--- config.mk ---
export PLATFORM = sky130hd
export DESIGN_NAME = keypad_scanner
export DESIGN_NICKNAME = d
export VERILOG_FILES = /design/src/rtl/keypad_scanner.sv
export SDC_FILE = /design/constraint.sdc
export NUM_CORES = 1
export LEC_CHECK = 0
export BUFFER_PORTS_ARGS = -buffer_cell sky130_fd_sc_hd__buf_2
export CORE_MARGIN = 2
export CORE_UTILIZATION = 46
export CTS_CLUSTER_SIZE = 16
export DETAILED_ROUTE_END_ITERATION = 12
export GPL_ROUTABILITY_DRIVEN = 0
export PLACE_DENSITY = 0.63
export SYNTH_ARGS = -nofsm -noshare
export SYNTH_HDL_FRONTEND = slang
export SYNTH_SLANG_ARGS = --single-unit
--- constraint.sdc ---
create_clock -name clk -period 2.65 [get_ports clk]
set_input_delay 0.53 -clock clk [delete_from_list [all_inputs] [get_ports clk]]
set_output_delay 0.53 -clock clk [all_outputs]
set_load 0.05 [all_outputs]
--- src/rtl/keypad_scanner.sv ---
// keypad_scanner: 4x4 matrix keypad scanner with press/release debounce.
// One column is driven low at a time; rows are read back through a
// two-flop synchronizer. A debounced press produces a one-cycle key_valid
// strobe plus the row/col indices, and key_held stays high until the
// release of that same key has been debounced.
`timescale 1ns/1ps

module keypad_scanner #(
  parameter int SCAN_DIV     = 1000,
  parameter int DEBOUNCE_CNT = 50000
) (
  input  logic       clk,
  input  logic       rst_n,
  input  logic [3:0] row_in,
  output logic [3:0] col_out,
  output logic [1:0] row,
  output logic [1:0] col,
  output logic       key_valid,
  output logic       key_held
);

  // Counters carry one spare bit so they can saturate instead of wrapping.
  localparam int SCAN_W = $clog2(SCAN_DIV) + 1;
  localparam int DEB_W  = $clog2(DEBOUNCE_CNT) + 1;

  localparam logic [SCAN_W-1:0] SCAN_LAST = SCAN_W'(SCAN_DIV - 1);
  localparam logic [SCAN_W-1:0] SCAN_MAX  = '1;
  localparam logic [DEB_W-1:0]  DEB_LAST  = DEB_W'(DEBOUNCE_CNT - 1);
  localparam logic [DEB_W-1:0]  DEB_MAX   = '1;

  typedef enum logic [1:0] {
    SCAN        = 2'd0,
    DEB_PRESS   = 2'd1,
    HELD        = 2'd2,
    DEB_RELEASE = 2'd3
  } state_t;

  state_t state;
  state_t state_next;

  logic [3:0]        row_meta;
  logic [3:0]        rs;
  logic [SCAN_W-1:0] scan_cnt;
  logic [DEB_W-1:0]  deb_cnt;
  logic [1:0]        col_idx;
  logic [1:0]        cand_row;
  logic [1:0]        enc_row;

  logic press_seen;
  logic rs_cand;
  logic scan_last;
  logic deb_last;
  logic latch_cand;
  logic accept;
  logic advance_col;

  // Two-flop synchronizer; idle rows read as all ones (pulled up).
  always_ff @(posedge clk or negedge rst_n) begin
    if (!rst_n) begin
      row_meta <= 4'hF;
      rs       <= 4'hF;
    end else begin
      row_meta <= row_in;
      rs       <= row_meta;
    end
  end

  // Lowest-numbered low row wins when several rows are pulled down.
  always_comb begin
    enc_row = 2'd0;
    if (!rs[0]) begin
      enc_row = 2'd0;
    end else if (!rs[1]) begin
      enc_row = 2'd1;
    end else if (!rs[2]) begin
      enc_row = 2'd2;
    end else if (!rs[3]) begin
      enc_row = 2'd3;
    end
  end

  // Shared condition decode used by both the FSM and the datapath.
  always_comb begin
    press_seen = (rs != 4'hF);
    rs_cand    = rs[cand_row];
    scan_last  = (scan_cnt == SCAN_LAST);
    deb_last   = (deb_cnt == DEB_LAST);
  end

  // FSM state register.
  always_ff @(posedge clk or negedge rst_n) begin
    if (!rst_n) begin
      state <= SCAN;
    end else begin
      state <= state_next;
    end
  end

  // FSM next-state logic.
  always_comb begin
    state_next = state;
    case (state)
      SCAN: begin
        if (scan_last && press_seen) begin
          state_next = DEB_PRESS;
        end
      end
      DEB_PRESS: begin
        if (rs_cand) begin
          state_next = SCAN;
        end else if (deb_last) begin
          state_next = HELD;
        end
      end
      HELD: begin
        if (rs_cand) begin
          state_next = DEB_RELEASE;
        end
      end
      DEB_RELEASE: begin
        if (!rs_cand) begin
          state_next = HELD;
        end else if (deb_last) begin
          state_next = SCAN;
        end
      end
      default: state_next = SCAN;
    endcase
  end

  // FSM outputs: column drive, held flag and datapath control strobes.
  always_comb begin
    col_out          = 4'hF;
    col_out[col_idx] = 1'b0;
    key_held         = (state == HELD) || (state == DEB_RELEASE);
    latch_cand       = 1'b0;
    accept           = 1'b0;
    advance_col      = 1'b0;
    case (state)
      SCAN: begin
        if (scan_last) begin
          latch_cand  = press_seen;
          advance_col = !press_seen;
        end
      end
      DEB_PRESS: begin
        if (rs_cand) begin
          advance_col = 1'b1;
        end else if (deb_last) begin
          accept = 1'b1;
        end
      end
      DEB_RELEASE: begin
        if (rs_cand && deb_last) begin
          advance_col = 1'b1;
        end
      end
      default: begin
        latch_cand  = 1'b0;
        accept      = 1'b0;
        advance_col = 1'b0;
      end
    endcase
  end

  // Column dwell counter: runs only while scanning, cleared at each column change.
  always_ff @(posedge clk or negedge rst_n) begin
    if (!rst_n) begin
      scan_cnt <= '0;
    end else if ((state == SCAN) && !scan_last) begin
      if (scan_cnt != SCAN_MAX) begin
        scan_cnt <= scan_cnt + SCAN_W'(1);
      end
    end else begin
      scan_cnt <= '0;
    end
  end

  // Debounce counter: counts consecutive stable cycles of the candidate row bit.
  always_ff @(posedge clk or negedge rst_n) begin
    if (!rst_n) begin
      deb_cnt <= '0;
    end else begin
      case (state)
        DEB_PRESS: begin
          if (!rs_cand && !deb_last) begin
            if (deb_cnt != DEB_MAX) begin
              deb_cnt <= deb_cnt + DEB_W'(1);
            end
          end else begin
            deb_cnt <= '0;
          end
        end
        DEB_RELEASE: begin
          if (rs_cand && !deb_last) begin
            if (deb_cnt != DEB_MAX) begin
              deb_cnt <= deb_cnt + DEB_W'(1);
            end
          end else begin
            deb_cnt <= '0;
          end
        end
        default: deb_cnt <= '0;
      endcase
    end
  end

  // Active column index; stays put while a key is being debounced or held.
  always_ff @(posedge clk or negedge rst_n) begin
    if (!rst_n) begin
      col_idx <= 2'd0;
    end else if (advance_col) begin
      col_idx <= col_idx + 2'd1;
    end
  end

  // Candidate row captured when the scan first sees a low row.
  always_ff @(posedge clk or negedge rst_n) begin
    if (!rst_n) begin
      cand_row <= 2'd0;
    end else if (latch_cand) begin
      cand_row <= enc_row;
    end
  end

  // Accepted key indices and the one-cycle valid strobe for the decoder.
  always_ff @(posedge clk or negedge rst_n) begin
    if (!rst_n) begin
      row       <= 2'd0;
      col       <= 2'd0;
      key_valid <= 1'b0;
    end else begin
      key_valid <= accept;
      if (accept) begin
        row <= cand_row;
        col <= col_idx;
      end
    end
  end

endmodule

==> results.toml, run 1 <==
[run_status]
status = "complete, no violations"

[logic_synthesis]
synth-seq-cells = 47
syn_area_um2 = 2280
syn-num-nets = 228
seq_area_frac_synth_pct = 51.9
yosys.cell_types.count = 43
ys_async_sr_fraction_pct = 100
syn_inst = 216
synth_ff_type = "dfrtp_1"
synth_warnings = 0
synth_edf_count = 0
avgSynthCellArea_um2 = 10.6

[cts]
clkSinkCount = 47
clockBufferDepth = 2
root_buffer = "clkbuf_8"
cts_tree = "yes"
post_cts_resized = 0
htree_num_levels = 2
path_clk_slew_ps = 100
clock_latency_ps = 300
numCtsBuffers = 5
post_cts_buffers = 0
cts_hold_buf = 0

[floorplanning]
die_w_um = 74.5
fp.dieH_um = 74.5
io_pins = 16
rows = 25
die_area_um2 = 5540
start_util_pct = 48.0
core_area_um2 = 4750

[critical_path]
path_class = "register to register"
cp.arrival_ps = 2230
setup.worst_path.start_class = "register"
rr_worst_depth = 6
crit_path_end_kind = "register"
critical_path_required_ps = 2840
crit_fanout = 5

[cells_and_area]
diodes = 0
fin_cells = 302
syn_to_final_growth_pct = 11.7
fillCellCount = 438
drive_above_1_share_pct = 19.6
layout.nets = 246

[power_and_ir_drop]
power_density_nw_per_um2 = 514
p_leak_uw = 0.00112
max-vdd-ir-drop_mv = 0.334

[placed_design]
port_buffers = 15
dpl.hpwl_mm = 2.74
place_inst = 294

[sta]
worst_pin_slew_ps = 924
drv_slew = 0
slew_headroom_pct = 38.4
finalSetupViolations = 0
setup_tns_ps = 0
hold_violations = 0
rsz0062_at_grt = "no"
period_minus_slack_ps = 2030
clock.fmax_mhz = 492
min_period_over_period_pct = 76.7
skew_ps = 12.1

[global_routing]
grt_overflow = 0
antenna_found_initial = 0
grt_pass1_wl_mm = 6.58
grt_pass1_vias = 1489
groute.usage.overall_pct = 15.3
grt_max_degree = 44

[hold_path]
hp-class = "input pin to register"
whs_path_depth = 1

[job]
max_cap_violations = 0

[detailed_routing]
drc = 0
vias = 1602
drt-initial-drc-count = 124
via_per_inst = 5.30
antenna_left = 0
wirelength_mm = 3.89
first_pass_iters = 4
wl_per_cell_um = 12.9
-- cells by family after synthesis --
family	Yosys count	share of synthesized area, %
and+or+nand+nor	92	20.4
DFF	47	51.9
AOI/OAI and AO/OA	31	9.92
xor gates and xnor gates	18	7.23
buffers and inverters	14	2.68
muxes	8	4.49
adders and majority gates	6	3.29
-- metrics by stage --
step | util [%] | cell area (µm²) | hold slack, ps | total power (µW) | setup slack, ps
2_1_floorplan | - | 2280 | 234 | 753 | 772
3_3_place_gp | 51.1 | 2430 | 346 | 774 | 700
3_5_place_dp | 51.1 | 2430 | 347 | 775 | 617
4_1_cts | 53.7 | 2550 | 319 | 1330 | 608
5_1_grt | 53.7 | 2550 | 312 | 1360 | 545
6_report | 53.7 | 2550 | 329 | 1310 | 617
-- Yosys cell counts (2+ instances only) --
library cell	n	area share [%]
xnor2_1	8	3.1
and3_1	10	2.7
o21ai_0	4	0.88
nor2_1	29	4.8
dfrtp_1	39	43
ha_1	6	3.3
dfstp_2	8	9.2
nand2_1	11	1.8
nand4_1	4	1.1
inv_1	7	1.2
clkbuf_1	5	0.82
mux2i_1	2	0.88
nor4_1	2	0.55
a31oi_1	4	1.1
nor3_1	10	2.2
and2_1	3	0.82
a21oi_1	8	1.8
xor2_1	9	3.5
a41oi_1	2	0.77
a211oi_1	5	1.6
mux2_2	4	2.0
and4_1	2	0.77
nand3_1	14	3.1
-- state kept, by name (all words and copies together), names as in the netlist, named ones only --
name and flops:
rs 4, col 2, row 2, scan_cnt 11, cand_row 2, deb_cnt 17, state 1, row_meta 4
key_valid 1, col_idx 2
-- worst paths after layout --
path	slack [ps]	end	from
max	620	col_idx[1]$_DFFE_PN0P_	deb_cnt[0]$_DFF_PN0_
min	330	row_meta[0]$_DFF_PN1_	row_in[0]
max reg2reg	620	col_idx[1]$_DFFE_PN0P_	deb_cnt[0]$_DFF_PN0_
min reg2reg	350	rs[1]$_DFF_PN1_	row_meta[1]$_DFF_PN1_
max in group asynchronous	1590	row_meta[2]$_DFF_PN1_	rst_n
min in group asynchronous	350	deb_cnt[0]$_DFF_PN0_	rst_n
-- worst max-delay path, stage by stage, from the launching register on --
cell	delay, ps
dfrtp_1	410
ha_1	210
and2_1	240
nand3_1	160
o31a_4	400
o22ai_4	200
mux2_4	310
-- cells in the final DEF (no fill, tap or decap), types with 3 or more instances in the layout --
master,synthesis,routed
and3_1,10,10
buf_2,1,15
and2_1,3,3
inv_1,7,7
mux2_2,4,4
nand4_1,4,4
nand2_1,11,11
buf_4,0,3
clkbuf_8,0,6
a31oi_1,4,4
nor2_1,29,29
nor3_1,10,10
a211oi_1,5,5
xnor2_1,8,8
dfstp_2,8,8
a21oi_1,8,8
o21ai_0,4,4
xor2_1,9,9
ha_1,6,6
nand3_1,14,14
dfrtp_1,39,39
-- final cells by class --
cell class / count / area (µm²) / area share, %
inverters: 7 / 26.3 / 1.03
flip-flops and latches: 47 / 1190 / 46.5
well taps: 67 / 83.8 / 3.29
multi-input cells: 155 / 1040 / 40.6
clock inverters: 2 / 38.8 / 1.52
clock buffers: 6 / 82.6 / 3.24
repair buffers: 18 / 97.6 / 3.83
-- layer usage --
layer	part of all wire [%]	up-vias	wire length [µm]	GRT usage, %
li1	-	803	-	-
met4	0.95	0	37	4.76
met1	49	771	1910	21.4
met2	47	24	1830	24.1
met3	3.0	4	115	3.25
met5	0	-	0	0
-- power breakdown --
group / internal [µW] / switching, µW
clock: 310 / 242
combinational: 8.94 / 18.7
sequential: 728 / 3.57
total: 1050 / 264
Power figures use the tool's default switching activity.
==> inputs of run 2 (changes only) <==
--- a/config.mk
+++ b/config.mk
@@ -5,13 +5,14 @@
 export SDC_FILE = /design/constraint.sdc
 export NUM_CORES = 1
 export LEC_CHECK = 0
+export ABC_AREA = 1
 export BUFFER_PORTS_ARGS = -buffer_cell sky130_fd_sc_hd__buf_2
 export CORE_MARGIN = 2
 export CORE_UTILIZATION = 46
 export CTS_CLUSTER_SIZE = 16
 export DETAILED_ROUTE_END_ITERATION = 12
 export GPL_ROUTABILITY_DRIVEN = 0
-export PLACE_DENSITY = 0.63
+export PLACE_DENSITY = 0.66
 export SYNTH_ARGS = -nofsm -noshare
 export SYNTH_HDL_FRONTEND = slang
 export SYNTH_SLANG_ARGS = --single-unit
==> constraint.sdc (replaced) <==
create_clock -name clk -period 1.7 [get_ports clk]
set_input_delay 0.34 -clock clk [delete_from_list [all_inputs] [get_ports clk]]
set_output_delay 0.34 -clock clk [all_outputs]
set_load 0.05 [all_outputs]
==> run 2 against run 1 <==
Against the previous run: the flow now finishes with violations (negative hold slack); sequential cell count unchanged; worst setup slack got worse by 540 ps; first-iteration DRC count is 36% lower; combinational power increased by 63%; core utilization increased by 0.20 points; critical endpoint is now col_out[0].
==> results.toml, run 2 <==
[power_and_ir_drop]
switchingPower_uw = 434
power_density_nw_per_um2 = 705
p_seq_share_pct = 55.2
p_sw_share_pct = 21.0
p_int_uw = 1630
max-vdd-ir-drop_mv = 0.539
pwr-share-comb_pct = 2.2
p_leak_uw = 0.00135
p_clk_share_pct = 42.6

[logic_synthesis]
yosys.area.top_type_share_pct = 37.9
synth_top_cells_by_count = "68 x nand2_1, 39 x dfrtp_1, 33 x inv_1"
synth_ff_type = "dfrtp_1"
syn_inst = 300
syn_area_um2 = 2570
synth_area_leaders = "dfrtp_1 38%, nand2_1 9.9%, dfstp_2 8.2%"
synth.most_common_cell = "nand2_1"
synth_edf_count = 0
yosys.cell_types.count = 37
avgSynthCellArea_um2 = 8.58
synth-seq-cells = 47
synth_warnings = 0
seq_area_frac_synth_pct = 46.1
synth_top_area_cell = "dfrtp_1"
ys_async_sr_fraction_pct = 100
syn-num-nets = 312

[critical_path]
crit_path_end_kind = "output port"
path_class = "register to output port"
crit_top_cell = "inv_1"
setup.worst_path.start_class = "register"
crit_path_top_delay_cell = "dfrtp_1"
cp.arrival_ps = 1280
slowest_delay_ps = 410
critical_path_required_ps = 1360
worstPathCellList = "inv_1 > ha_1 > inv_1 > clkbuf_4"
crit_fanout = 4

[run_status]
violations = "negative hold slack"
status = "complete, but fails checks"

[hold_path]
hp-class = "input pin to async pin"

[cells_and_area]
diodes = 0
drive_above_1_share_pct = 24.6
layout.nets = 340
largest_reg_flops = 17
largest_registers = "deb_cnt x17, scan_cnt x11"
layout_commonest_cell = "nand2_1"
syn_to_final_growth_pct = 13.8
largest-register = "deb_cnt"
fin_cells = 401
final_cell_mix = "67 x nand2_1, 39 x dfrtp_1, 33 x inv_1"

[cts]
path_clk_slew_ps = 90
cts_tree = "yes"
clkSinkCount = 47
clock_latency_ps = 300
clockBufferDepth = 2
cts_hold_buf = 0
root_buffer = "clkbuf_8"
numCtsBuffers = 5
htree_num_levels = 2

[sta]
hold_violations = 7
clock.fmax_mhz = 618
drv_slew = 0
finalSetupViolations = 0
worst_pin_slew_ps = 333
skew_ps = 6.67
slew_headroom_pct = 77.8
whs_ps = -4.44
setup_tns_ps = 0
min_period_over_period_pct = 95.2
period_minus_slack_ps = 1620

[floorplanning]
rows = 27
start_util_pct = 47.3
core_area_um2 = 5440
die_area_um2 = 6210
io_pins = 16
fp.dieH_um = 78.8
die_w_um = 78.8

[placed_design]
port_buffers = 15
dpl.hpwl_mm = 3.33
place_inst = 391

[global_routing]
groute.usage.overall_pct = 16.3
antenna_found_initial = 0
grt_overflow = 0
grt_max_degree = 48
grt_pass1_vias = 1806
grt_pass1_wl_mm = 8.05

[detailed_routing]
vias = 1982
wirelength_mm = 4.55
antenna_left = 0
wl_per_cell_um = 11.3
via_per_inst = 4.94
drc = 0
first_pass_iters = 4
drt-initial-drc-count = 79

[job]
max_cap_violations = 0
## run 2: cell count changes in the layout (fill, tap and decap cells not counted), moves of 7 or more
cell and delta:
a21oi_2 +10, and3_1 -10, inv_1 +26, nand2_1 +56, nand3_1 +7
## run 2: final timing paths
| check | slack [ps] | cells past startpoint | from | end |
|---|---|---|---|---|
| min in group clk | 120 | 1 | row_in[1] | row_meta[1]$_DFF_PN1_ |
| max in group asynchronous | 1430 | 2 | rst_n | row_meta[2]$_DFF_PN1_ |
| min reg2reg | 360 | 0 | row_meta[3]$_DFF_PN1_ | rs[3]$_DFF_PN1_ |
| min | -4 | 2 | rst_n | scan_cnt[4]$_DFFE_PN0P_ |
| max reg2reg | 140 | 8 | deb_cnt[0]$_DFF_PN0_ | deb_cnt[15]$_DFF_PN0_ |
| max | 80 | 4 | col_idx[0]$_DFFE_PN0P_ | col_out[0] |
## run 2: area by class of cell
| cell class | count | area, µm² |
|---|---|---|
| Clock buffer | 6 | 82.6 |
| Clock inverter | 2 | 38.8 |
| Fill cell | 515 | 2510 |
| Inverter | 37 | 139 |
| Multi-Input combinational cell | 211 | 1200 |
| Sequential cell | 47 | 1190 |
| Tap cell | 72 | 90.1 |
| Timing Repair Buffer | 26 | 188 |
## run 2: per-stage QoR
step / area [µm²] / total power, µW / hold slack, ps / setup slack, ps / util [%]
6_report: 2930 / 2070 / -4.44 / 81.2 / 53.9
5_1_grt: 2930 / 2140 / 17.7 / -19.9 / 53.9
4_1_cts: 2900 / 2090 / 5.20 / 29.9 / 53.3
3_5_place_dp: 2780 / 1210 / 341 / 78.9 / 51.1
3_3_place_gp: 2780 / 1210 / 339 / 154 / 51.1
2_1_floorplan: 2570 / 1170 / 44.4 / 247 / -
## run 2: repair_timing
action | 4_1_cts | 5_1_grt
resized for setup | 0 | 5
buffers inserted | 0 | 2
endpoints found under the setup margin | 0 | 10
hold endpoints to repair | 0 | 0
## run 2: logic make-up after synthesis
logic type / count (synthesis) / synth area share (%)
and+or+nand+nor: 155 / 29.9
xor gates and xnor gates: 15 / 5.10
DFF: 47 / 46.1
adders and majority gates: 6 / 2.92
AOI/OAI and AO/OA: 35 / 8.61
buffers and inverters: 42 / 7.39
## run 2: layer usage
layer / routed length (µm) / vias to the layer above / track usage (%)
met3: 167 / 7 / 3.52
met4: 70 / 0 / 5.09
li1: - / 1022 / -
met1: 2270 / 922 / 23.1
met2: 2040 / 31 / 25.2
met5: 0 / - / 0
## run 2: critical path, delay by kind of cell (launching register included)
family	cells	cell delay (ps)
DFF	1	410
adders and majority gates	1	200
buffers and inverters	3	360
## run 2: power groups by stage
stage / Sequential (µW) / Combinational, µW / Clock [µW]
6_report: 1140 / 44.9 / 880
3_5_place_dp: 1160 / 46.9 / 0
5_1_grt: 1140 / 54.0 / 943
4_1_cts: 1140 / 47.0 / 902
3_3_place_gp: 1160 / 46.7 / 0
2_1_floorplan: 1160 / 12.0 / 0
==> inputs of run 3 (changes only) <==
--- a/config.mk
+++ b/config.mk
@@ -7,12 +7,14 @@
 export LEC_CHECK = 0
 export ABC_AREA = 1
 export BUFFER_PORTS_ARGS = -buffer_cell sky130_fd_sc_hd__buf_2
+export CORE_ASPECT_RATIO = 0.5
 export CORE_MARGIN = 2
 export CORE_UTILIZATION = 46
 export CTS_CLUSTER_SIZE = 16
 export DETAILED_ROUTE_END_ITERATION = 12
 export GPL_ROUTABILITY_DRIVEN = 0
 export PLACE_DENSITY = 0.66
+export SLEW_MARGIN = 20
 export SYNTH_ARGS = -nofsm -noshare
 export SYNTH_HDL_FRONTEND = slang
 export SYNTH_SLANG_ARGS = --single-unit
==> run 3 against run 2 <==
Against the previous run: the run now ends clean; non-clock buffer count rose by 7; critical path depth unchanged; sequential cell count unchanged; worst setup slack better by 6.3 ps; design area rose by 2.3%; maximum frequency up 0.39%; clock-buffer cell count shrank 1; die area grew 0.58%; global-route usage up 1.1 points; cell count rose by 2.0%; sequential share of layout area shrank 0.93 points; first-iteration DRC count grew 2.5%; largest power group unchanged; highest routed layer unchanged.
==> results.toml, run 3 (synthesized netlist as in run 2, its figures left out) <==
[critical_path]
crit_path_top_delay_cell = "dfrtp_1"
crit_family = "flip-flops"
critical_path_required_ps = 1360
r2r_slack_ps = 120
setup.worst_path.start_class = "register"
slowest_delay_ps = 410
crit_buf_inv = 3
crit_fanout = 4
crit_top_cell = "inv_1"
cp.arrival_ps = 1270
worstPathCellList = "inv_1 > ha_1 > inv_1 > buf_4"
path_class = "register to output port"
crit_path_end_kind = "output port"

[global_routing]
grt_max_degree = 30
grt_pass1_wl_mm = 8.27
grt_overflow = 0
groute.usage.overall_pct = 17.5
grt_pass1_vias = 1897
grt_busiest_layer = "met2"
grtUsageMet1_pct = 22.4
grt_use_met3_pct = 6.27
antenna_found_initial = 0
met2_usage_pct = 27.3

[sta]
finalWorstSetupSlack_ps = 87.5
drv_slew = 0
rsz0062_at_grt = "no"
period_minus_slack_ps = 1610
slew_headroom_pct = 71.9
min_period_over_period_pct = 94.9
hold_violations = 0
setup_tns_ps = 0
worst_pin_slew_ps = 421
finalSetupViolations = 0
skew_ps = 6.94
clock.fmax_mhz = 620

[placed_design]
port_buffers = 15
place_inst = 398
dpl.hpwl_mm = 3.68
pre_cts_ws_ps = 122

[job]
max_cap_violations = 0

[cells_and_area]
layout_commonest_cell = "nand2_1"
fin_cells = 409
fin_util_pct = 55.1
largest_reg_flops = 17
layout.nets = 347
syn_to_final_growth_pct = 16.5
drive_above_1_share_pct = 25.6
largest_registers = "deb_cnt x17, scan_cnt x11"
diodes = 0
final_cell_mix = "67 x nand2_1, 39 x dfrtp_1, 33 x inv_1"
largest-register = "deb_cnt"

[hold_path]
hp-class = "input pin to register"

[floorplanning]
die_area_um2 = 6250
core_area_um2 = 5440
die_w_um = 110
rows = 19
fp.dieH_um = 56.9
io_pins = 16
start_util_pct = 47.3

[cts]
clock_latency_ps = 310
root_buffer = "clkbuf_8"
cts_tree = "yes"
htree_num_levels = 2
numCtsBuffers = 5
clkSinkCount = 47
path_clk_slew_ps = 90
clockBufferDepth = 2

[detailed_routing]
drc = 0
via_per_inst = 4.94
antenna_left = 0
drt-initial-drc-count = 81
wl_per_cell_um = 12.0
first_pass_iters = 5
wirelength_mm = 4.89
vias = 2021

[power_and_ir_drop]
power_density_nw_per_um2 = 719
max-vdd-ir-drop_mv = 0.417
p_leak_uw = 0.00138
power_uw = 2160

[run_status]
status = "complete, no violations"
run 3: area by class of cell:
cell class | count | area, µm²
Fill cell | 474 | 2450
Multi-Input combinational cell | 211 | 1200
Sequential cell | 47 | 1190
Timing Repair Buffer | 33 | 243
Inverter | 37 | 139
Tap cell | 73 | 91.3
Clock buffer | 5 | 68.8
Clock inverter | 3 | 67.6
run 3: worst paths after layout:
kind,from,end,cells after the start
min reg2reg,row_meta[1]$_DFF_PN1_,rs[1]$_DFF_PN1_,0
min in group asynchronous,rst_n,scan_cnt[8]$_DFFE_PN0P_,2
min,row_in[0],row_meta[0]$_DFF_PN1_,1
max,col_idx[0]$_DFFE_PN0P_,col_out[0],4
max in group asynchronous,rst_n,deb_cnt[1]$_DFF_PN0_,3
max reg2reg,deb_cnt[0]$_DFF_PN0_,deb_cnt[10]$_DFF_PN0_,9
run 3: what timing repair did:
action / 4_1_cts / 5_1_grt
hold buffers: 1 / 0
endpoints found under the setup margin: 0 / 7
setup buffers: 0 / 2
endpoints found under the hold margin: 10 / 0
gates resized for setup: 0 / 6
run 3: through the flow:
| step | hold WS, ps | instance area [µm²] |
|---|---|---|
| after floorplan | 44.4 | 2570 |
| after global placement | 295 | 2830 |
| after detailed placement | 297 | 2830 |
| after CTS | 111 | 2970 |
| after global routing | 95.2 | 3000 |
| final | 120 | 3000 |
run 3: power by group:
group	leakage (µW)	total, µW	internal, µW	switching (µW)
Clock	0.0000644	971	586	385
Combinational	0.000703	46.0	14.8	31.2
Sequential	0.000615	1140	1130	5.23
Total	0.00138	2160	1740	421
run 3: worst register-to-register path, cell delays in order, from the launching register on:
cell     delay, ps
dfrtp_1        390
ha_1           210
nand3_2         90
buf_4          160
nor3_1         190
nand4_1        160
nand2_1        100
inv_1           50
nand3_1         60
nand2_1         60
run 3: metal layers:
| layer | vias to the layer above | wire [µm] |
|---|---|---|
| met4 | 0 | 87 |
| met3 | 12 | 187 |
| met1 | 944 | 2300 |
| li1 | 1032 | - |
| met2 | 33 | 2320 |
| met5 | - | 0 |
